===== config.mk =====
export PLATFORM = sky130hd
export DESIGN_NAME = mux_scan_ctrl
export DESIGN_NICKNAME = d
export VERILOG_FILES = /design/src/rtl/mux_scan_ctrl.sv
export SDC_FILE = /design/constraint.sdc
export NUM_CORES = 1
export LEC_CHECK = 0
export ABC_AREA = 1
export CAP_MARGIN = 20
export CORE_UTILIZATION = 40
export DETAILED_ROUTE_END_ITERATION = 10
export GPL_TIMING_DRIVEN = 0
export PLACE_DENSITY = 0.64
export SYNTH_ARGS = -nofsm -noshare
export SYNTH_HDL_FRONTEND = slang
export SYNTH_SLANG_ARGS = --single-unit

===== constraint.sdc =====
create_clock -name clk -period 2.83 [get_ports clk]
set_input_delay 0.4245 -clock clk [delete_from_list [all_inputs] [get_ports clk]]
set_output_delay 0.4245 -clock clk [all_outputs]
set_load 0.02 [all_outputs]

===== src/rtl/mux_scan_ctrl.sv =====
`default_nettype none
// ============================================================================
// Module      : mux_scan_ctrl
// Description : Sequencer for a dual 4:1 mux. Walks the four select codes with
//               both halves enabled, samples y1/y2 after a settle delay and
//               assembles an 8-bit word (bit k = mux input in_k) with a
//               one-cycle valid strobe. One-shot or continuous scanning.
// Revision    : 1.0 - initial release
// ============================================================================
module mux_scan_ctrl #(
    parameter int unsigned SETTLE_CYC = 2
) (
    input  logic       clk,
    input  logic       rst,
    input  logic       start,
    input  logic       cont,
    input  logic       y1,
    input  logic       y2,
    output logic       selb,
    output logic       sela,
    output logic       e1,
    output logic       e2,
    output logic [7:0] data_out,
    output logic       valid,
    output logic       busy
);

    // Last settle count before sampling; unused when the settle phase is bypassed.
    localparam logic [3:0] C_LAST   = (SETTLE_CYC == 0) ? 4'd0 : 4'(SETTLE_CYC - 1);
    localparam logic       C_BYPASS = (SETTLE_CYC == 0);

    typedef enum logic [1:0] {
        S_IDLE   = 2'd0,
        S_SETTLE = 2'd1,
        S_SAMPLE = 2'd2
    } state_t;

    state_t     r_state,  w_state;
    logic [1:0] r_idx,    w_idx;
    logic [3:0] r_cnt,    w_cnt;
    logic [7:0] r_shadow, w_shadow;
    logic [7:0] r_data,   w_data;
    logic       r_valid,  w_valid;
    logic       r_busy,   w_busy;
    logic       r_en,     w_en;
    logic [1:0] r_sel,    w_sel;

    // State entered at the start of every step: settle first unless bypassed.
    state_t w_step_state;
    assign w_step_state = C_BYPASS ? S_SAMPLE : S_SETTLE;

    // Register all state and the registered mux controls / outputs.
    always_ff @(posedge clk) begin
        if (rst) begin
            r_state  <= S_IDLE;
            r_idx    <= 2'd0;
            r_cnt    <= 4'd0;
            r_shadow <= 8'h00;
            r_data   <= 8'h00;
            r_valid  <= 1'b0;
            r_busy   <= 1'b0;
            r_en     <= 1'b0;
            r_sel    <= 2'b00;
        end else begin
            r_state  <= w_state;
            r_idx    <= w_idx;
            r_cnt    <= w_cnt;
            r_shadow <= w_shadow;
            r_data   <= w_data;
            r_valid  <= w_valid;
            r_busy   <= w_busy;
            r_en     <= w_en;
            r_sel    <= w_sel;
        end
    end

    // Next-state logic: settle on each select code, sample both halves, assemble word.
    always_comb begin
        w_state  = r_state;
        w_idx    = r_idx;
        w_cnt    = r_cnt;
        w_shadow = r_shadow;
        w_data   = r_data;
        w_valid  = 1'b0;
        w_busy   = r_busy;
        w_en     = r_en;
        w_sel    = r_sel;
        case (r_state)
            S_IDLE: begin
                if (start) begin
                    w_idx   = 2'd0;
                    w_cnt   = 4'd0;
                    w_en    = 1'b1;
                    w_sel   = 2'b00;
                    w_busy  = 1'b1;
                    w_state = w_step_state;
                end
            end
            S_SETTLE: begin
                w_cnt = r_cnt + 4'd1;
                if (r_cnt == C_LAST) begin
                    w_state = S_SAMPLE;
                end
            end
            S_SAMPLE: begin
                w_shadow[r_idx]          = y1;
                w_shadow[{1'b1, r_idx}]  = y2;
                w_cnt                    = 4'd0;
                if (r_idx != 2'd3) begin
                    w_idx   = r_idx + 2'd1;
                    w_sel   = r_idx + 2'd1;
                    w_state = w_step_state;
                end else begin
                    // Final step: the live y1/y2 bits go straight into the word.
                    w_data  = {y2, r_shadow[6:4], y1, r_shadow[2:0]};
                    w_valid = 1'b1;
                    w_idx   = 2'd0;
                    w_sel   = 2'b00;
                    if (cont) begin
                        w_state = w_step_state;
                    end else begin
                        w_state = S_IDLE;
                        w_busy  = 1'b0;
                        w_en    = 1'b0;
                    end
                end
            end
            default: begin
                w_state = S_IDLE;
            end
        endcase
    end

    assign selb     = r_sel[1];
    assign sela     = r_sel[0];
    assign e1       = r_en;
    assign e2       = r_en;
    assign data_out = r_data;
    assign valid    = r_valid;
    assign busy     = r_busy;

endmodule
`default_nettype wire


==> run summary <==
Residual DRC: 0
Final Net Count: 173
Cell Chain, Critical Path: buf_4 -> clkdlybuf4s50_1
Via count: 934
1st-pass router iterations: 4
CP peak stage delay: 0.59 ns
Top-count cell post-synth: nand2_1
Top Ports: 20
Die width: 54.0 µm
CTS Root Cell: clkbuf_4
Reg-to-reg startpoint: r_sel[1]$_SDFFE_PP0P_
Max-slew violations: 0
Area growth syn-to-layout: 24.4%
Period minus WS final: 1.84 ns
Setup TNS: 0 ns
Via density: 4.92
Top FF cell, synth: dfxtp_1
Worst slew margin: 85.3%
Seq/Total Area, Yosys: 44.5%
Count of final hold-check violations: 0
Avg Inst Size Synth: 7.88 µm²
Hold-fix buffers at CTS: 0
Detail Route Antenna Nets: 0
Yosys warns: 0
Critical Path Start Type: flip-flop
CTS Buf Count: 3
Routed WL per cell: 11.1 µm
# Post-CTS Setup Buffers: 0
Synth Instances: 137
Pwr per Cell Area: 450 nW/µm²
Largest net degree at the start of global routing: 14
Net Count, Synth: 149
Detailed Place HPWL: 1590 µm
CTS tree: built
Status: complete, no violations
Unrepaired setup endpoints after global routing: false
EDFF count, synth: 0
Async S/R FF share, synth: 0%
Final Cell Area: 1340 µm²
Buf/Inv on CP: 2
Post-Syn Area: 1080 µm²
Max VDD drop: 0.000293 V
Power, Total: 604 µW
Crit path max-delay family: buffers and inverters
Hold crit path type: flip-flop to flip-flop
Worst-skew pair later-pin latency: 0.31 ns
Setup violators final: 0
Count of different cell masters after synthesis: 18
Clock-pin slew on the worst setup and hold paths: 0.14 ns
Crit Path Max Fanout: 4
Routed WL: 2100 µm
Initial core utilization: 42.8%
Port bufs: 19
Clock Skews: 0.00650 ns
GP Congestion: 0.800
First-pass GRT wire length: 3450 µm
Total gr overflow: 0
Slew @ Worst Pin: 0.219 ns
Core box area: 2520 µm²
Initial DRC Count: 24
Worst setup startpoint: e1$_SDFFE_PP0P_
Post-DP Area: 1310 µm²
Antenna violations before repair: 0
Pleak: 0.000512 µW
Crit path DAT: 1.41 ns
Critical path's slowest cell: clkdlybuf4s50_1
CTS H-Tree Depth: 1
CP required: 2.41 ns
Max Fclk: 544 MHz
Post-synth top area share: 44.5%
Fraction of layout cells with a size suffix above 1: 14.4%
Bufs on Longest Clock Path: 2
CTS-repair resized insts: 0
Cell taking the most area after synthesis: dfxtp_1
MaxCap Viol Count: 0
Hold_sp: data_out[4]$_SDFFE_PP0P_
Vias in the first global route: 867
GRT Util Overall: 16.5%
Critical path class: flip-flop to primary output
Synth cell count leaders: nand2_1, dfxtp_1, a21oi_1
Die ar.: 2910 µm²
FF+latch count, synth: 24
Final worst-path cycle share: 64.9%
Die Y: 54.0 µm
CTS sink cnt: 24
Row count: 18
Worst reg2reg setup slack: 1.59 ns
Top post-synthesis cells by area: dfxtp_1, nand2_1, a21oi_1, nand3_1, ha_1
Number of diodes: 0
Setup crit end kind: primary output
[cell usage in the layout, fill, tap and decap left out, types with 2 or more instances in the layout]
cell type / netlist / final
a21oi_1: 19 / 19
buf_2: 3 / 3
buf_4: 3 / 3
clkbuf_4: 0 / 3
clkdlybuf4s50_1: 0 / 19
dfxtp_1: 24 / 24
ha_1: 6 / 6
inv_1: 10 / 10
inv_2: 3 / 3
nand2_1: 30 / 30
nand2_2: 3 / 3
nand2_4: 2 / 2
nand3_1: 18 / 18
nor2_1: 6 / 6
nor2_4: 2 / 2
o21ai_1: 4 / 4
[metal layers]
layer	global-route usage [%]	part of all wire, %	vias to the layer above
li1	-	-	488
met1	18.6	46	426
met2	30.2	49	16
met3	2.82	3.4	4
met4	6.58	1.2	0
met5	0	0	-
[tightest hold or removal path, cell delays in order (launching register included)]
cell and delay [ns]:
dfxtp_1 0.33, nand2_1 0.06, a21oi_1 0.05
[cells by family (layout without fill, tap and decap cells)]
group                    Yosys count  after routing  share of synthesized area [%]
buffers and inverters             20             43                           9.04
flip-flops                        24             24                           44.5
adder cells (fa/ha/maj)            6              6                           6.95
AO/OA/AOI/OAI                     26             26                           12.7
AND/OR/NAND/NOR                   61             61                           26.8
[final timing paths]
kind | end | depth (start not counted)
min | data_out[4]$_SDFFE_PP0P_ | 2
max reg2reg | data_out[0]$_SDFFE_PP0P_ | 5
max | e2 | 2
min reg2reg | data_out[4]$_SDFFE_PP0P_ | 2
[power breakdown]
| part | switching, µW | internal (µW) | leakage, µW |
|---|---|---|---|
| Combinational | 40.3 | 31.7 | 0.000297 |
| Sequential | 7.09 | 344 | 0.000194 |
| Clock | 103 | 78.5 | 0.0000210 |
[cell type report]
cell class                      instances  area (µm²)
Fill cell                             253        1180
Multi-Input combinational cell         93         502
Sequential cell                        24         480
Timing Repair Buffer                   19         190
Buffer                                  7        48.8
Inverter                               13        48.8
Tap cell                               30        37.5
Clock buffer                            4        36.3
[sequential cells by signal, summed over array words and instances, names as in the netlist]
signal / count
r_cnt: 4
r_sel: 2
e1: 1
r_state: 2
valid: 1
data_out: 8
r_shadow: 6
[stage by stage]
step,util (%),hold slack [ns],setup WS (ns),instances
2_1_floorplan,-,0.440,1.64,137
3_3_place_gp,51.8,0.447,1.26,186
3_5_place_dp,51.8,0.453,1.23,186
4_1_cts,53.3,0.472,0.981,190
5_1_grt,53.3,0.500,0.915,190
6_report,53.3,0.467,0.992,190
(Power assumes the default switching activity.)
==> patch 1 (same settings) <==
The output `valid` loses its register stage (`r_valid` becomes a continuous assignment).
--- a/src/rtl/mux_scan_ctrl.sv
+++ b/src/rtl/mux_scan_ctrl.sv
@@ -57,7 +57,6 @@
             r_cnt    <= 4'd0;
             r_shadow <= 8'h00;
             r_data   <= 8'h00;
-            r_valid  <= 1'b0;
             r_busy   <= 1'b0;
             r_en     <= 1'b0;
             r_sel    <= 2'b00;
@@ -67,12 +66,13 @@
             r_cnt    <= w_cnt;
             r_shadow <= w_shadow;
             r_data   <= w_data;
-            r_valid  <= w_valid;
             r_busy   <= w_busy;
             r_en     <= w_en;
             r_sel    <= w_sel;
         end
     end
+
+    assign r_valid = w_valid;
 
     // Next-state logic: settle on each select code, sample both halves, assemble word.
     always_comb begin
Function: same outputs for any inputs over 10 cycles, from zero or initial values and one cycle with rst high; that may be too few to reach the edited logic, so the function may still have changed.
==> patch 1 against the original RTL <==
- critical path depth grew 2
- clock power is 14% lower
- cell area decreased by 1.7%
- synthesized cell count grew 6.6%
- sequential power is 2% lower
- routed wire length decreased by 0.71%
- fmax decreased by 23%
- worst setup slack got worse by 0.55 ns
- area after synthesis shrank 1.3%
- power down 3.8%
- non-clock buffer count is 3 lower
- sequential cell count shrank 1
- global-route usage is 0.088 points higher
- cell count grew 4.7%
- largest cell class unchanged
==> patch 1: results (changes against the original RTL) <==
* Met3 wire length at 78 um (+9.9%)
* Global-route usage over all layers at 0.166 (+0.000879)
* Worst Hold Launch: r_shadow[6]
* Compound-cell area share of the yosys netlist at 0.119 (-0.00892)
* Cells after DPL at 195 (+4.8%)
* Post-Place Worst Slack at 0.777 ns (-0.450 ns)
* Synth top cells by count: nand2_1, nor2_1, dfxtp_1
* Placed Area at 1290 um2 (-1.1%)
* Drt first-iter violations at 11 (-54%)
* DR vias at 948 (+1.5%)
* Synth top area cells: dfxtp_1, nand2_1, nor2_1
* Seq pwr share at 0.590 (+0.009)
* Comb pwr at 0.0835 mW (+16%)
* Hold EP: data_out[6]
* R2R setup slack at 1.55 ns (-0.04 ns)
* Crit path DAT at 1.96 ns (+0.55 ns)
* Avg WL per Cell at 10.5 um (-5.2%)
* Sw Ratio at 0.276 (+0.0274)
* WL final at 2.09 mm (-0.71%)
* Synth unique cells at 20 (+2)
* Synth Area in XOR/XNOR at 0 (unchanged)
* Share of cells above drive strength 1 at 0.0947 (-0.0491)
* GP Congestion at 0.768 (-4.0%)
* Leak at 0.544 nW (+6.2%)
* Post-Route Skew at 0.00667 ns (+0.000167 ns)
* Post-Syn Nets at 158 (+6.0%)
* Post-DP HPWL at 1.59 mm (about the same)
* Register area share after synthesis at 0.432 (-0.0130)
* Worst r2r dst: data_out[1]
* Fin Hold WS at 0.470 ns (+0.00306 ns)
* Reg clk slew, reported paths at 0.12 ns (-0.02 ns)
* M1 WL at 1.03 mm (+6.1%)
* Adder-Cell Fraction of Synth Area at 0.0704 (+0.000898)
* Vias in the first global route at 833 (-3.9%)
* Outcome: finished, final reports clean
* Layout Nets at 182 (+5.2%)
[patch 1: worst max path at each step]
stage,to,slack (ns),depth (start not counted)
floorplan,valid,1.36,3
global placement,valid,0.77,4
detailed placement,valid,0.78,4
CTS,valid,0.41,4
global route,valid,0.32,4
finish,valid,0.44,4
[patch 1: cell type report]
type                            count  area [um2]
Buffer                              4        31.3
Clock inverter                      1        5.00
Sequential cell                    23         460
Multi-Input combinational cell    100         498
Tap cell                           30        37.5
Clock buffer                        3        22.5
Inverter                           19        76.3
Fill cell                         244        1180
Timing Repair Buffer               19         190
[patch 1: worst max-delay path, cell delays in order, from the launching register on]
cell             delay (ns)
dfxtp_1                0.45
ha_1                   0.29
nand3_4                0.17
inv_4                  0.14
clkdlybuf4s50_1        0.61
[patch 1: layer usage]
| metal | up-vias | global-route usage |
|---|---|---|
| met5 | - | 0 |
| met4 | 0 | 0.0263 |
| met3 | 2 | 0.0508 |
| met2 | 17 | 0.285 |
| met1 | 432 | 0.206 |
| li1 | 497 | - |
==> patch 2 (same flow settings) <==
Made on the original files. Encoding of `state_t`: now one-hot (3 bits for 3 states).
--- a/src/rtl/mux_scan_ctrl.sv
+++ b/src/rtl/mux_scan_ctrl.sv
@@ -29,10 +29,10 @@
     localparam logic [3:0] C_LAST   = (SETTLE_CYC == 0) ? 4'd0 : 4'(SETTLE_CYC - 1);
     localparam logic       C_BYPASS = (SETTLE_CYC == 0);
 
-    typedef enum logic [1:0] {
-        S_IDLE   = 2'd0,
-        S_SETTLE = 2'd1,
-        S_SAMPLE = 2'd2
+    typedef enum logic [2:0] {
+        S_IDLE   = 3'b001,
+        S_SETTLE = 3'b010,
+        S_SAMPLE = 3'b100
     } state_t;
 
     state_t     r_state,  w_state;
Formal check against the unedited RTL: same outputs for any inputs over 10 cycles, from zero or initial values and one cycle with rst high; not proved beyond that.
==> patch 2 against the original RTL <==
- combinational power is 82% higher
- first-iteration DRC count decreased by 4.2%
- area after synthesis is 6.4% higher
- power increased by 10%
- synthesized cell count up 8.8%
- sequential power grew 8.5%
- cell area rose by 4.6%
- global-route usage down 0.13 points
- worst setup slack got worse by 0.0086 ns
- routed wire length increased by 11%
- clock power decreased by 15%
- largest cell class unchanged
- critical path type unchanged
- sequential cell count increased by 1
==> patch 2: results (changes against the original RTL) <==
* Outcome: finished, final reports clean
* Post-DP HPWL at 1.69 mm (+5.9%)
* Tmin final at 1.85 ns (+0.00865 ns)
* Worst Hold Launch: data_out[5]
* Share of cells above drive strength 1 at 0.0988 (-0.0449)
* Register area share after synthesis at 0.436 (-0.00923)
* Layout Nets at 186 (+7.5%)
* Cells after DPL at 199 (+7.0%)
* Slew of the pin with the lowest slew margin at 0.542 ns (+0.323 ns)
* Synth Instances at 149 (+8.8%)
* Diode count at 0 (unchanged)
* Global-route usage over all layers at 0.164 (-0.00133)
* Sw Ratio at 0.289 (+0.0405)
* P_seq at 0.381 mW (+8.5%)
* R2R Path Start: r_sel[1]
* First-pass GRT wire length at 4.04 mm (+17%)
* Layout filler cell count at 280 (+11%)
* M1 WL at 1.12 mm (+15%)
* Synth top cells by count: nand2_1, dfxtp_1, nand3_1
* Clock power share at 0.230 (-0.070)
* DR vias/cell at 4.93 (+0.21%)
* # hold bufs at CTS at 0 (unchanged)
* Placed Area at 1380 um2 (+5.4%)
* Combinational Power Share at 0.197 (+0.078)
* Synth top area cells: dfxtp_1, nand2_1, nand3_1
* Worst r2r dst: r_state[1]
* Reg clk slew, reported paths at 0.12 ns (-0.02 ns)
* Hold EP: data_out[5]
* Post-Syn Nets at 162 (+8.7%)
* Post-Place Worst Slack at 1.15 ns (-0.0750 ns)
* Synth unique cells at 20 (+2)
* Fin Hold WS at 0.468 ns (+0.000818 ns)
* GR met1 Demand/Resource at 0.203 (+0.0169)
* Post-Route Skew at 0.00833 ns (+0.00183 ns)
* Avg WL per Cell at 11.5 um (+4.1%)
* GP Congestion at 0.800 (about the same)
* M3 GR Usage at 0.0209 (-0.00732)
* WL final at 2.34 mm (+11%)
* Delay-heaviest family, CP: buffers and inverters
* Met2 usage at 0.287 (-0.0150)
* R2R cell count at 7 (+2)
* Leak at 0.549 nW (+7.3%)
* Drt first-iter violations at 23 (-4.2%)
* Top routing layer in use: met4
* Peak VDD IR at 333 uV (+14%)
* Vias in the first global route at 930 (+7.3%)
* R2R setup slack at 1.46 ns (-0.13 ns)
* Largest net degree at the start of global routing at 15 (+1)
* Met3 wire length at 76 um (+7.0%)
* Wire length on met2 at 1.12 mm (+8.7%)
## patch 2: changes by cell type after synthesis, moves of 3 or more
| cell | change |
|---|---|
| o21ai_1 | -4 |
| nand2_1 | +3 |
| inv_1 | +4 |
| inv_2 | -3 |
| o21ai_0 | +3 |
| buf_2 | -3 |
| nor2_1 | +3 |
## patch 2: kinds of logic after synthesis
| logic type | share of synthesized area |
|---|---|
| AND/OR/NAND/NOR | 0.269 |
| AO/OA/AOI/OAI | 0.119 |
| flip-flops | 0.436 |
| buffers and inverters | 0.100 |
| adder cells (fa/ha/maj) | 0.0762 |
## patch 2: final cells by class
cell class,instances,area (um2),share of cell area
Sequential cell,25,500,0.356
Clock buffer,3,22.5,0.0160
Timing Repair Buffer,19,190,0.135
Inverter,15,58.8,0.0419
Tap cell,31,38.8,0.0276
Buffer,7,56.3,0.0401
Multi-Input combinational cell,102,533,0.379
Clock inverter,1,5.00,0.00356
